File: config.mk
export PLATFORM = sky130hd
export DESIGN_NAME = bits_sync_filt
export DESIGN_NICKNAME = d
export VERILOG_FILES = /design/src/rtl/bits_sync_pkg.sv /design/src/rtl/bits_sync_filt_ch.sv /design/src/rtl/bits_sync_filt.sv
export SDC_FILE = /design/constraint.sdc
export NUM_CORES = 1
export LEC_CHECK = 0
export ABC_AREA = 0
export CAP_MARGIN = 20
export CORE_AREA = 4 4 41 43
export DETAILED_ROUTE_END_ITERATION = 8
export DIE_AREA = 0 0 45 47
export DONT_BUFFER_PORTS = 1
export PLACE_DENSITY = 0.3
export SLEW_MARGIN = 20
export SYNTH_ARGS = -nofsm -noshare
export SYNTH_HDL_FRONTEND = slang
export SYNTH_SLANG_ARGS = --single-unit
File: constraint.sdc
create_clock -name i_clk_b -period 1.85 [get_ports i_clk_b]
set_clock_uncertainty 0.2 [all_clocks]
set_input_delay 0 -clock i_clk_b [delete_from_list [all_inputs] [get_ports i_clk_b]]
set_output_delay 0 -clock i_clk_b [all_outputs]
set_load 0.02 [all_outputs]
File: src/rtl/bits_sync_pkg.sv
// Shared definitions for the per-bit level synchroniser/filter (bits_sync_filt).
// Filter counter width helper, per-bit filter state type and parameter lower bounds.
package bits_sync_pkg;

  localparam int unsigned MIN_RETIME = 2;
  localparam int unsigned MIN_FILT   = 1;

  // Registered filter outputs of one channel: current level and its change pulse.
  typedef struct packed {
    logic data;
    logic chg;
  } filt_state_t;

  function automatic int unsigned cnt_w(input int unsigned filt);
    int unsigned w;
    w = $clog2(filt);
    return (w < 1) ? 1 : w;
  endfunction

endpackage

File: src/rtl/bits_sync_filt_ch.sv
// One channel of bits_sync_filt: retiming chain, hold-time filter, output/pulse registers.
// Edge pulse outputs exist only when BITS_SYNC_EDGE_EN is defined.
module bits_sync_filt_ch
  import bits_sync_pkg::*;
#(
  parameter int unsigned NUM_RETIME  = 2,
  parameter int unsigned FILT_CYCLES = 4,
  parameter logic        RESET_VAL   = 1'b0
) (
  input  logic i_clk_b,
  input  logic i_rstn_b,
  input  logic i_data_a,
  output logic o_data_b,
`ifdef BITS_SYNC_EDGE_EN
  output logic o_rise_b,
  output logic o_fall_b,
`endif
  output logic o_chg_b
);

  localparam int unsigned     CNT_W   = cnt_w(FILT_CYCLES);
  localparam logic [CNT_W-1:0] CNT_MAX = CNT_W'(FILT_CYCLES - 1);

  generate
    if (NUM_RETIME < MIN_RETIME) begin : g_bad_retime
      $error("bits_sync_filt_ch: NUM_RETIME must be >= 2");
    end
    if (FILT_CYCLES < MIN_FILT) begin : g_bad_filt
      $error("bits_sync_filt_ch: FILT_CYCLES must be >= 1");
    end
  endgenerate

  (* ASYNC_REG = "TRUE" *) logic [NUM_RETIME-1:0] sync_q;
  logic                   sync;
  logic [CNT_W-1:0]       cnt_q, cnt_d;
  filt_state_t            st_q, st_d;

  always_ff @(posedge i_clk_b) begin
    if (!i_rstn_b) begin
      sync_q <= {NUM_RETIME{RESET_VAL}};
    end else begin
      sync_q <= {sync_q[NUM_RETIME-2:0], i_data_a};
    end
  end

  assign sync = sync_q[NUM_RETIME-1];

  // Counter saturates at CNT_MAX by construction: reaching it either commits or clears.
  always_comb begin
    cnt_d      = '0;
    st_d.data  = st_q.data;
    st_d.chg   = 1'b0;
    if (sync != st_q.data) begin
      if (cnt_q == CNT_MAX) begin
        st_d.data = sync;
        st_d.chg  = 1'b1;
      end else begin
        cnt_d = cnt_q + CNT_W'(1);
      end
    end
  end

  always_ff @(posedge i_clk_b) begin
    if (!i_rstn_b) begin
      cnt_q <= '0;
      st_q  <= '{data: RESET_VAL, chg: 1'b0};
    end else begin
      cnt_q <= cnt_d;
      st_q  <= st_d;
    end
  end

  assign o_data_b = st_q.data;
  assign o_chg_b  = st_q.chg;

`ifdef BITS_SYNC_EDGE_EN
  logic rise_q, fall_q;

  always_ff @(posedge i_clk_b) begin
    if (!i_rstn_b) begin
      rise_q <= 1'b0;
      fall_q <= 1'b0;
    end else begin
      rise_q <= st_d.chg &  st_d.data;
      fall_q <= st_d.chg & ~st_d.data;
    end
  end

  assign o_rise_b = rise_q;
  assign o_fall_b = fall_q;
`endif

endmodule

File: src/rtl/bits_sync_filt.sv
// Per-bit synchroniser + glitch filter for BUS_WIDTH independent asynchronous levels.
// Optional macro BITS_SYNC_EDGE_EN adds registered o_rise_b/o_fall_b pulse outputs.
module bits_sync_filt
  import bits_sync_pkg::*;
#(
  parameter int unsigned          BUS_WIDTH   = 1,
  parameter int unsigned          NUM_RETIME  = 2,
  parameter int unsigned          FILT_CYCLES = 4,
  parameter logic [BUS_WIDTH-1:0] RESET_VAL   = '0
) (
  input  logic                 i_clk_b,
  input  logic                 i_rstn_b,
  input  logic [BUS_WIDTH-1:0] i_data_a,
  output logic [BUS_WIDTH-1:0] o_data_b,
`ifdef BITS_SYNC_EDGE_EN
  output logic [BUS_WIDTH-1:0] o_rise_b,
  output logic [BUS_WIDTH-1:0] o_fall_b,
`endif
  output logic [BUS_WIDTH-1:0] o_chg_b
);

  generate
    if (BUS_WIDTH < 1) begin : g_bad_width
      $error("bits_sync_filt: BUS_WIDTH must be >= 1");
    end

    for (genvar i = 0; i < BUS_WIDTH; i++) begin : g_ch
`ifdef BITS_SYNC_EDGE_EN
      bits_sync_filt_ch #(
        .NUM_RETIME  (NUM_RETIME),
        .FILT_CYCLES (FILT_CYCLES),
        .RESET_VAL   (RESET_VAL[i])
      ) u_ch (
        .i_clk_b  (i_clk_b),
        .i_rstn_b (i_rstn_b),
        .i_data_a (i_data_a[i]),
        .o_data_b (o_data_b[i]),
        .o_rise_b (o_rise_b[i]),
        .o_fall_b (o_fall_b[i]),
        .o_chg_b  (o_chg_b[i])
      );
`else
      bits_sync_filt_ch #(
        .NUM_RETIME  (NUM_RETIME),
        .FILT_CYCLES (FILT_CYCLES),
        .RESET_VAL   (RESET_VAL[i])
      ) u_ch (
        .i_clk_b  (i_clk_b),
        .i_rstn_b (i_rstn_b),
        .i_data_a (i_data_a[i]),
        .o_data_b (o_data_b[i]),
        .o_chg_b  (o_chg_b[i])
      );
`endif
    end
  endgenerate

endmodule

==> results.py, run 1 <==
metrics = {
    "outcome": {
        "status": "finished clean",
    },
    "sta": {
        "period_minus_slack_ns": 1.242,
        "period_share": 0.6715,
        "drv_slew": 0,
        "finalHoldViolations": 0,
        "timing.final.ws_setup_ns": 0.6077,
        "tns_ns": 0,
        "clock.fmax_ghz": 0.8050,
        "holdWs_ns": 0.2172,
        "rsz0062_at_grt": "no",
        "setup_violations": 0,
        "maxSlewHeadroom": 0.8134,
        "worst_pin_slew_ns": 0.2795,
    },
    "clock_network": {
        "cts_resized": 0,
        "cts_tree": "done",
        "cts_buffer_depth": 2,
        "h-tree-depth": 1,
        "clkLatencyLatePin_ns": 0.24,
        "clk_pin_slew_worst_paths_ns": 0.05,
        "root_buffer": "clkbuf_4",
        "cts_buffers": 3,
        "clock-sinks": 6,
    },
    "die": {
        "fp.dieW_um": 45,
        "die-area_um2": 2115,
        "io_pins": 5,
        "initial_utilization": 0.1529,
        "dieHeight_um": 47,
        "core-area_um2": 1301,
        "rows": 13,
    },
    "min_path": {
        "hold_class": "input port to flip-flop",
    },
    "grt": {
        "grt_max_degree": 7,
        "grt_pass1_wl_um": 538,
        "antenna_found_initial": 0,
        "grt_pass1_vias": 133,
        "gr-usage-all-layers": 0.04664,
        "grt_overflow_total": 0,
    },
    "worst_setup_path": {
        "critPathRequiredTime_ns": 1.78,
        "cp-end-kind": "flip-flop",
        "setup.worst_path.start_class": "flip-flop",
        "worstSetupPathType": "flip-flop to flip-flop",
        "arrival_ns": 1.18,
        "crit_fanout": 3,
    },
    "logic_synthesis": {
        "async_flop_share": 0,
        "synth_cell_types": 10,
        "synth.ff_latch_count": 6,
        "synth_top_flop_cell": "dfxtp_1",
        "syn_inst": 16,
        "syn_area_per_cell_um2": 12.43,
        "yosys.area.top_type": "dfxtp_1",
        "yosysMostFrequentCell": "dfxtp_1",
        "synthTopCellsByCount": "6 x dfxtp_1, 2 x and2_1",
        "yosysWarnings": 0,
        "ys_seq_area_frac": 0.6038,
        "synth_area_leaders": "dfxtp_1 60%, and2_1 6.3%, and4bb_2 6.3%",
        "synth_area_um2": 198.9,
        "synth_edf_count": 0,
        "synth_nets": 20,
        "synth_top_cell_area_share": 0.6038,
    },
    "routing": {
        "dr.first_iter.drc_count": 0,
        "drc": 0,
        "postRouteAntennaNets": 0,
        "wirelength_um": 323,
        "vias": 129,
        "wire_per_inst_um": 8.972,
        "via_per_inst": 3.583,
        "drt_pre_antenna_iters": 1,
    },
    "flow_run": {
        "maxCapViolations": 0,
    },
    "finish": {
        "fin_nets": 27,
        "diodes": 0,
        "synthToLayoutAreaGrowth_pct": 30.82,
        "finish.instance_area_um2": 260.3,
        "drive_gt1_frac": 0.1905,
    },
    "pwr": {
        "power_mw": 0.2607,
        "cellLeakagePower_nw": 0.09638,
        "power_density_nw_per_um2": 1002,
        "vdd_drop_max_uv": 275.2,
    },
    "place": {
        "dpl_worst_slack_ns": 0.5924,
        "gp_congestion": 0.6139,
        "numPortBuffers": 0,
        "placed_area_um2": 217.7,
    },
}
[worst paths after layout]
kind,start,endpoint,slack [ns],cells after the start
max reg2reg,g_ch[0].u_ch.o_data_b$_SDFFE_PN0P_,g_ch[0].u_ch.cnt_q[1]$_SDFF_PP0_,0.61,2
min,i_data_a,g_ch[0].u_ch.sync_q[0]$_SDFF_PN0_,0.22,2
max,g_ch[0].u_ch.o_data_b$_SDFFE_PN0P_,g_ch[0].u_ch.cnt_q[1]$_SDFF_PP0_,0.61,2
min reg2reg,g_ch[0].u_ch.sync_q[0]$_SDFF_PN0_,g_ch[0].u_ch.sync_q[1]$_SDFF_PN0_,0.23,1
[cell families (layout without fill, tap and decap cells)]
group         count (synthesis)  count (layout)  synth area share
mux                           1               1           0.05032
simple gates                  7               7            0.2390
flops                         6               6            0.6038
buf+inv                       0               5                 0
fa+ha+maj                     1               1           0.06288
xor+xnor                      1               1           0.04403
[state kept, by name (all words and copies together) (netlist names)]
| register | flops |
|---|---|
| g_ch.u_ch.cnt_q | 2 |
| g_ch.u_ch.o_chg_b | 1 |
| g_ch.u_ch.o_data_b | 1 |
| g_ch.u_ch.sync_q | 2 |
[layout make-up]
cell class / count / area, um^2
fillers: 161 / 1041
repair buffers: 2 / 20.02
clock buffers: 3 / 22.52
multi-input cells: 10 / 78.83
flip-flops and latches: 6 / 120.1
well taps: 15 / 18.77
[report_power, final]
part / switching, mW / total (mW) / internal (mW)
clock: 0.0456 / 0.119 / 0.0733
combinational: 0.00286 / 0.00832 / 0.00546
sequential: 0.00102 / 0.133 / 0.132
total: 0.0495 / 0.261 / 0.211
[what timing repair did]
item / CTS / global route
setup endpoints to repair: 0 / 0
hold endpoints to repair: 6 / 0
setup buffers: 0 / 0
hold buffers: 2 / 0
[worst max-delay path: stages (launching register included)]
cell and delay (ns):
dfxtp_1 0.47, xnor2_1 0.20, and4bb_2 0.27
[layout by cell type, fill, tap and decap left out]
master	instances
ha_1	1
xnor2_1	1
and2_1	2
nor2b_1	1
dlygate4sd3_1	2
clkbuf_4	3
nand2_1	1
nor4b_1	1
and4bb_2	1
dfxtp_1	6
nor2_1	1
mux2i_1	1
[per-stage QoR]
stage | utilization | std cells
after floorplan | - | 16
after global placement | 0.1673 | 31
after detailed placement | 0.1673 | 31
after CTS | 0.2000 | 36
after global routing | 0.2000 | 36
final | 0.2000 | 36
[routing by layer]
layer / GRT usage / vias up / share of wire
li1: - / 67 / -
met5: 0 / - / 0
met2: 0.04802 / 4 / 0.48
met4: 0.08772 / 0 / 0
met1: 0.03417 / 58 / 0.44
met3: 0.04598 / 0 / 0.077
Note: power is estimated with default switching activity, not from simulation.
==> inputs of run 2 (changes only) <==
Settings changed: ABC_AREA 0 to 1, PLACE_DENSITY 0.3 to 0.33.
Clock period 1.85 ns to 1 ns, I/O delays scaled along.
==> run 2 against run 1 <==
Hold slack worse by 0.56 ns. Non-clock buffer count stayed put. Highest routed layer is now met4. Critical path type unchanged. Sequential power is 86% higher. Clock-buffer cell count stayed put. Combinational power is 110% higher. The run now ends with negative hold slack, negative setup slack left. Sequential cell count stayed put. Largest cell class unchanged. Largest power group unchanged.
==> results.py, run 2 <==
metrics = {
    "sta": {
        "drv_slew": 0,
        "finalHoldViolations": 5,
        "worst_pin_slew_ns": 0.2077,
        "maxSlewHeadroom": 0.8614,
        "setup_violations": 2,
        "clock.fmax_ghz": 0.9883,
        "holdWs_ns": -0.3394,
        "rsz0062_at_grt": "yes",
        "period_minus_slack_ns": 1.012,
        "timing.final.ws_setup_ns": -0.01185,
        "period_share": 1.012,
    },
    "place": {
        "gp_congestion": 0.6257,
        "hpwl_um": 255.4,
        "dpl_worst_slack_ns": -0.04749,
        "placed_area_um2": 247.7,
        "numPortBuffers": 0,
    },
    "grt": {
        "gr-usage-all-layers": 0.05301,
        "grt_pass1_wl_um": 669,
        "grt_max_degree": 5,
        "antenna_found_initial": 0,
        "grt_pass1_vias": 163,
        "grt_overflow_total": 0,
    },
    "finish": {
        "register_area_um2": 123.9,
        "synthToLayoutAreaGrowth_pct": 34.29,
        "final_common_cell": "nand2_1",
        "largestRegisters": "g_ch.u_ch.cnt_q x2, g_ch.u_ch.sync_q x2",
        "fin_nets": 37,
        "diodes": 0,
        "multi_input_area_um2": 88.84,
        "post-route-util": 0.2260,
        "drive_gt1_frac": 0.3548,
        "fillCellCount": 157,
        "mostFrequentLayoutCells": "7 x nand2_1, 4 x inv_1",
        "finish.instance_area_um2": 294.0,
    },
    "routing": {
        "wirelength_um": 355,
        "highest_layer": "met4",
        "drc": 0,
        "dr.first_iter.drc_count": 3,
        "postRouteAntennaNets": 0,
        "wire_per_inst_um": 7.717,
        "wl_met3_um": 33,
        "drt_pre_antenna_iters": 2,
        "drt-met1-wl_um": 168,
        "vias": 167,
        "via_per_inst": 3.630,
        "met2_length_um": 147,
    },
    "clock_network": {
        "root_buffer": "clkbuf_4",
        "cts_tree": "done",
        "clkLatencyLatePin_ns": 0.25,
        "cts_buffers": 3,
        "cts_hold_buffers": 1,
        "clk_pin_slew_worst_paths_ns": 0.05,
        "cts_buffer_depth": 2,
        "clock-sinks": 6,
        "h-tree-depth": 1,
    },
    "die": {
        "fp.dieW_um": 45,
        "die-area_um2": 2115,
        "initial_utilization": 0.1683,
        "rows": 13,
        "core-area_um2": 1301,
        "io_pins": 5,
        "dieHeight_um": 47,
    },
    "logic_synthesis": {
        "synth_cell_types": 10,
        "synth_nets": 30,
        "syn_area_per_cell_um2": 8.422,
        "synth_top_flop_cell": "dfxtp_1",
        "synth.ff_latch_count": 6,
        "ys_seq_area_frac": 0.5486,
        "synth_top_cell_area_share": 0.5486,
        "yosysMostFrequentCell": "nand2_1",
        "synthTopCellsByCount": "7 x nand2_1, 6 x dfxtp_1, 4 x inv_1, 3 x nor2_1",
        "synth_area_um2": 219.0,
        "async_flop_share": 0,
        "syn_inst": 26,
        "synth_edf_count": 0,
        "yosys.area.top_type": "dfxtp_1",
        "synth_area_leaders": "dfxtp_1 55%, nand2_1 12%, inv_1 6.9%",
        "yosysWarnings": 0,
    },
    "worst_setup_path": {
        "cp-end-kind": "flip-flop",
        "critPathRequiredTime_ns": 0.98,
        "arrival_ns": 0.99,
        "crit_fanout": 2,
        "worstSetupPathType": "flip-flop to flip-flop",
        "setup.worst_path.start_class": "flip-flop",
    },
    "pwr": {
        "cellLeakagePower_nw": 0.1263,
        "power_mw": 0.4950,
        "vdd_drop_max_uv": 487.3,
        "power_density_nw_per_um2": 1684,
    },
    "min_path": {
        "hold_class": "input port to flip-flop",
    },
    "outcome": {
        "status": "finished, violations left",
        "violations": "negative hold slack, negative setup slack",
    },
    "flow_run": {
        "maxCapViolations": 0,
    },
}
[run 2: changes by cell type in the layout (fill, tap and decap cells not counted), moves of 2 or more]
cell | before | now
nor2_1 | 1 | 3
dfxtp_1 | 6 | 3
dfxtp_2 | 0 | 3
inv_1 | 0 | 4
and2_1 | 2 | 0
nand2_1 | 1 | 7
[run 2: through the flow]
step | TNS, ns | instances
5_1_grt | -0.1594 | 46
4_1_cts | -0.02691 | 46
3_5_place_dp | -0.09019 | 42
2_1_floorplan | 0 | 26
3_3_place_gp | -0.05994 | 42
6_report | -0.01489 | 46
[run 2: what timing repair did]
action                     4_1_cts  5_1_grt
gates resized for setup          3        1
pin swaps                        2        0
gates cloned                     0        0
setup buffers                    0        0
hold endpoints to repair         6        5
setup endpoints to repair        3        4
[run 2: area by class of cell]
class,count,area share
tap,15,0.06383
inverter,6,0.07660
clock buffer,3,0.07660
sequential,6,0.4213
multi-input combinational,14,0.3021
timing repair buffer,2,0.05957
[run 2: critical path: stages (launching register included)]
cell     delay, ns
dfxtp_2       0.33
ha_4          0.16
nor2_4        0.09
nand3_2       0.08
nor2_1        0.09
[run 2: cells by family after synthesis]
kind of cell / Yosys count / share of synthesized area
AND/OR/NAND/NOR: 12 / 0.2686
buffers and inverters: 6 / 0.1028
flip-flops: 6 / 0.5486
AO/OA/AOI/OAI: 1 / 0.02284
adder cells (fa/ha/maj): 1 / 0.05713
[run 2: worst paths after layout]
check | from | to | slack (ns) | cells after the start
worst min-delay path | i_rstn_b | g_ch[0].u_ch.sync_q[1]$_SDFF_PN0_ | -0.34 | 2
worst min register to register | g_ch[0].u_ch.sync_q[0]$_SDFF_PN0_ | g_ch[0].u_ch.sync_q[1]$_SDFF_PN0_ | 0.22 | 2
worst max register to register | g_ch[0].u_ch.cnt_q[0]$_SDFF_PP0_ | g_ch[0].u_ch.cnt_q[0]$_SDFF_PP0_ | -0.01 | 4
worst max-delay path | g_ch[0].u_ch.cnt_q[0]$_SDFF_PP0_ | g_ch[0].u_ch.cnt_q[0]$_SDFF_PP0_ | -0.01 | 4
[run 2: where the power goes]
| part | switching, mW | leakage [nW] | total (mW) | internal (mW) |
|---|---|---|---|---|
| clock | 0.0945 | 0.0138 | 0.231 | 0.136 |
| sequential | 0.00230 | 0.0503 | 0.247 | 0.245 |
| combinational | 0.00821 | 0.0622 | 0.0171 | 0.00890 |
| total | 0.105 | 0.126 | 0.495 | 0.390 |
[run 2: layer usage]
layer,track usage,vias to the layer above
met5,0,-
met4,0.08772,0
met3,0.03831,2
met2,0.05367,4
met1,0.05251,76
li1,-,85
==> inputs of run 3 (changes only) <==
Settings changed: PLACE_DENSITY 0.33 to not set.
Clock period 1 ns to 1.25 ns, I/O delays scaled along.
==> run 3 against run 2 <==
Largest cell class unchanged. Non-clock buffer count up 1. Via count up 1.2%. The flow now finishes without violations. Critical path depth did not move. Maximum frequency is 6.9% lower. Worst setup slack gained 0.17 ns. Highest routed layer unchanged. Cell count up 2.2%. Utilization fell by 0.48 points. Combinational power down 2%. First-iteration DRC count down 100%. Wire length fell by 9.9%. Global-route usage is 0.16 points higher. Largest power group unchanged. Hold slack better by 0.54 ns.
==> results.py, run 3 (synthesis gave the netlist of run 2 again) <==
metrics = {
    "outcome": {
        "status": "finished clean",
    },
    "sta": {
        "period_share": 0.8695,
        "finalHoldViolations": 0,
        "worst_pin_slew_ns": 0.2004,
        "setup_violations": 0,
        "maxSlewHeadroom": 0.8662,
        "holdWs_ns": 0.1965,
        "period_minus_slack_ns": 1.087,
        "rsz0062_at_grt": "no",
        "timing.final.ws_setup_ns": 0.1631,
        "drv_slew": 0,
        "tns_ns": 0,
        "clock.fmax_ghz": 0.9200,
    },
    "finish": {
        "mostFrequentLayoutCells": "7 x nand2_1, 6 x dfxtp_1, 4 x inv_1",
        "fin_nets": 38,
        "finish.instance_area_um2": 287.8,
        "synthToLayoutAreaGrowth_pct": 31.43,
        "largestRegisters": "g_ch.u_ch.cnt_q x2, g_ch.u_ch.sync_q x2",
        "final_common_cell": "nand2_1",
        "drive_gt1_frac": 0.2188,
        "diodes": 0,
        "fillCellCount": 148,
    },
    "pwr": {
        "cellLeakagePower_nw": 0.1340,
        "power_mw": 0.3896,
        "vdd_drop_max_uv": 562.8,
        "power_density_nw_per_um2": 1354,
    },
    "worst_setup_path": {
        "crit_fanout": 2,
        "rr_startpoint": "g_ch[0].u_ch.cnt_q[0]$_SDFF_PP0_",
        "worstSetupStartpoint": "g_ch[0].u_ch.cnt_q[0]$_SDFF_PP0_",
        "setup.worst_path.start_class": "flip-flop",
        "r2r_cells": 4,
        "critPathRequiredTime_ns": 1.23,
        "critPathCapture": "g_ch[0].u_ch.cnt_q[0]$_SDFF_PP0_",
        "cp-end-kind": "flip-flop",
        "worstReg2RegEnd": "g_ch[0].u_ch.cnt_q[0]$_SDFF_PP0_",
        "crit_chain": "ha_1 -> nor2_4 -> nand3_2 -> nor2_1",
        "worstSetupPathType": "flip-flop to flip-flop",
        "slowest_delay_ns": 0.31,
        "crit_slowest_cell": "dfxtp_1",
        "arrival_ns": 1.06,
        "rrSetupSlack_ns": 0.16,
    },
    "grt": {
        "grt_pass1_wl_um": 710,
        "grt_overflow_total": 0,
        "grt_max_degree": 5,
        "grt_pass1_vias": 178,
        "gr-usage-all-layers": 0.05463,
        "antenna_found_initial": 0,
    },
    "clock_network": {
        "clk_pin_slew_worst_paths_ns": 0.05,
        "cts_buffers": 3,
        "cts_buffer_depth": 2,
        "root_buffer": "clkbuf_4",
        "cts_resized": 0,
        "clkLatencyLatePin_ns": 0.24,
        "h-tree-depth": 1,
        "clock-sinks": 6,
        "cts_tree": "done",
    },
    "die": {
        "die-area_um2": 2115,
        "core-area_um2": 1301,
        "rows": 13,
        "io_pins": 5,
        "initial_utilization": 0.1683,
        "fp.dieW_um": 45,
        "dieHeight_um": 47,
    },
    "routing": {
        "vias": 169,
        "wire_per_inst_um": 6.809,
        "drc": 0,
        "drt_pre_antenna_iters": 1,
        "postRouteAntennaNets": 0,
        "wirelength_um": 320,
        "via_per_inst": 3.596,
        "dr.first_iter.drc_count": 0,
    },
    "place": {
        "numPortBuffers": 0,
        "gp_congestion": 0.6406,
        "placed_area_um2": 245.2,
        "dpl_worst_slack_ns": 0.1528,
    },
    "min_path": {
        "min_from": "g_ch[0].u_ch.sync_q[0]$_SDFF_PN0_",
        "hold_class": "flip-flop to flip-flop",
    },
    "flow_run": {
        "maxCapViolations": 0,
    },
}
==> run 3: stage by stage <==
stage                     std cells  utilization
after detailed placement         42       0.1885
after global routing             47       0.2212
final                            47       0.2212
after CTS                        47       0.2212
after floorplan                  26            -
after global placement           42       0.1885
==> run 3: how the worst min path moves through the flow <==
| stage | to | slack [ns] | depth (start not counted) |
|---|---|---|---|
| final | g_ch[0].u_ch.sync_q[1]$_SDFF_PN0_ | 0.20 | 2 |
| after global routing | g_ch[0].u_ch.sync_q[0]$_SDFF_PN0_ | 0.24 | 3 |
| after CTS | g_ch[0].u_ch.sync_q[0]$_SDFF_PN0_ | 0.19 | 3 |
| after detailed placement | g_ch[0].u_ch.sync_q[0]$_SDFF_PN0_ | -0.10 | 2 |
| after global placement | g_ch[0].u_ch.sync_q[0]$_SDFF_PN0_ | -0.11 | 2 |
| after floorplan | g_ch[0].u_ch.sync_q[0]$_SDFF_PN0_ | -0.11 | 2 |
==> run 3: what timing repair did <==
item,4_1_cts,5_1_grt
hold buffers,2,0
endpoints found under the hold margin,6,0
setup buffers,0,0
==> run 3: final cells by class <==
cell class | count | area [um^2] | share of cell area
Inverter | 6 | 22.52 | 0.07826
Multi-Input combinational cell | 14 | 76.32 | 0.2652
Timing Repair Buffer | 3 | 27.53 | 0.09565
Clock buffer | 3 | 22.52 | 0.07826
Tap cell | 15 | 18.77 | 0.06522
Sequential cell | 6 | 120.1 | 0.4174
==> run 3: layer usage <==
metal,wire length [um],vias to the layer above,global-route usage
li1,-,88,-
met1,132,70,0.05034
met2,125,9,0.06497
met3,58,2,0.06897
met4,4,0,0.03509
met5,0,-,0
==> run 3: critical path: cells and delay by family (launching register included) <==
kind | cells | cell delay [ns]
flip-flops | 1 | 0.31
AND/OR/NAND/NOR | 3 | 0.28
adder cells (fa/ha/maj) | 1 | 0.24
==> run 3: power by group <==
part | switching, mW | total [mW] | internal (mW)
Sequential | 0.00146 | 0.198 | 0.196
Combinational | 0.00849 | 0.0167 | 0.00819
Clock | 0.0670 | 0.175 | 0.108
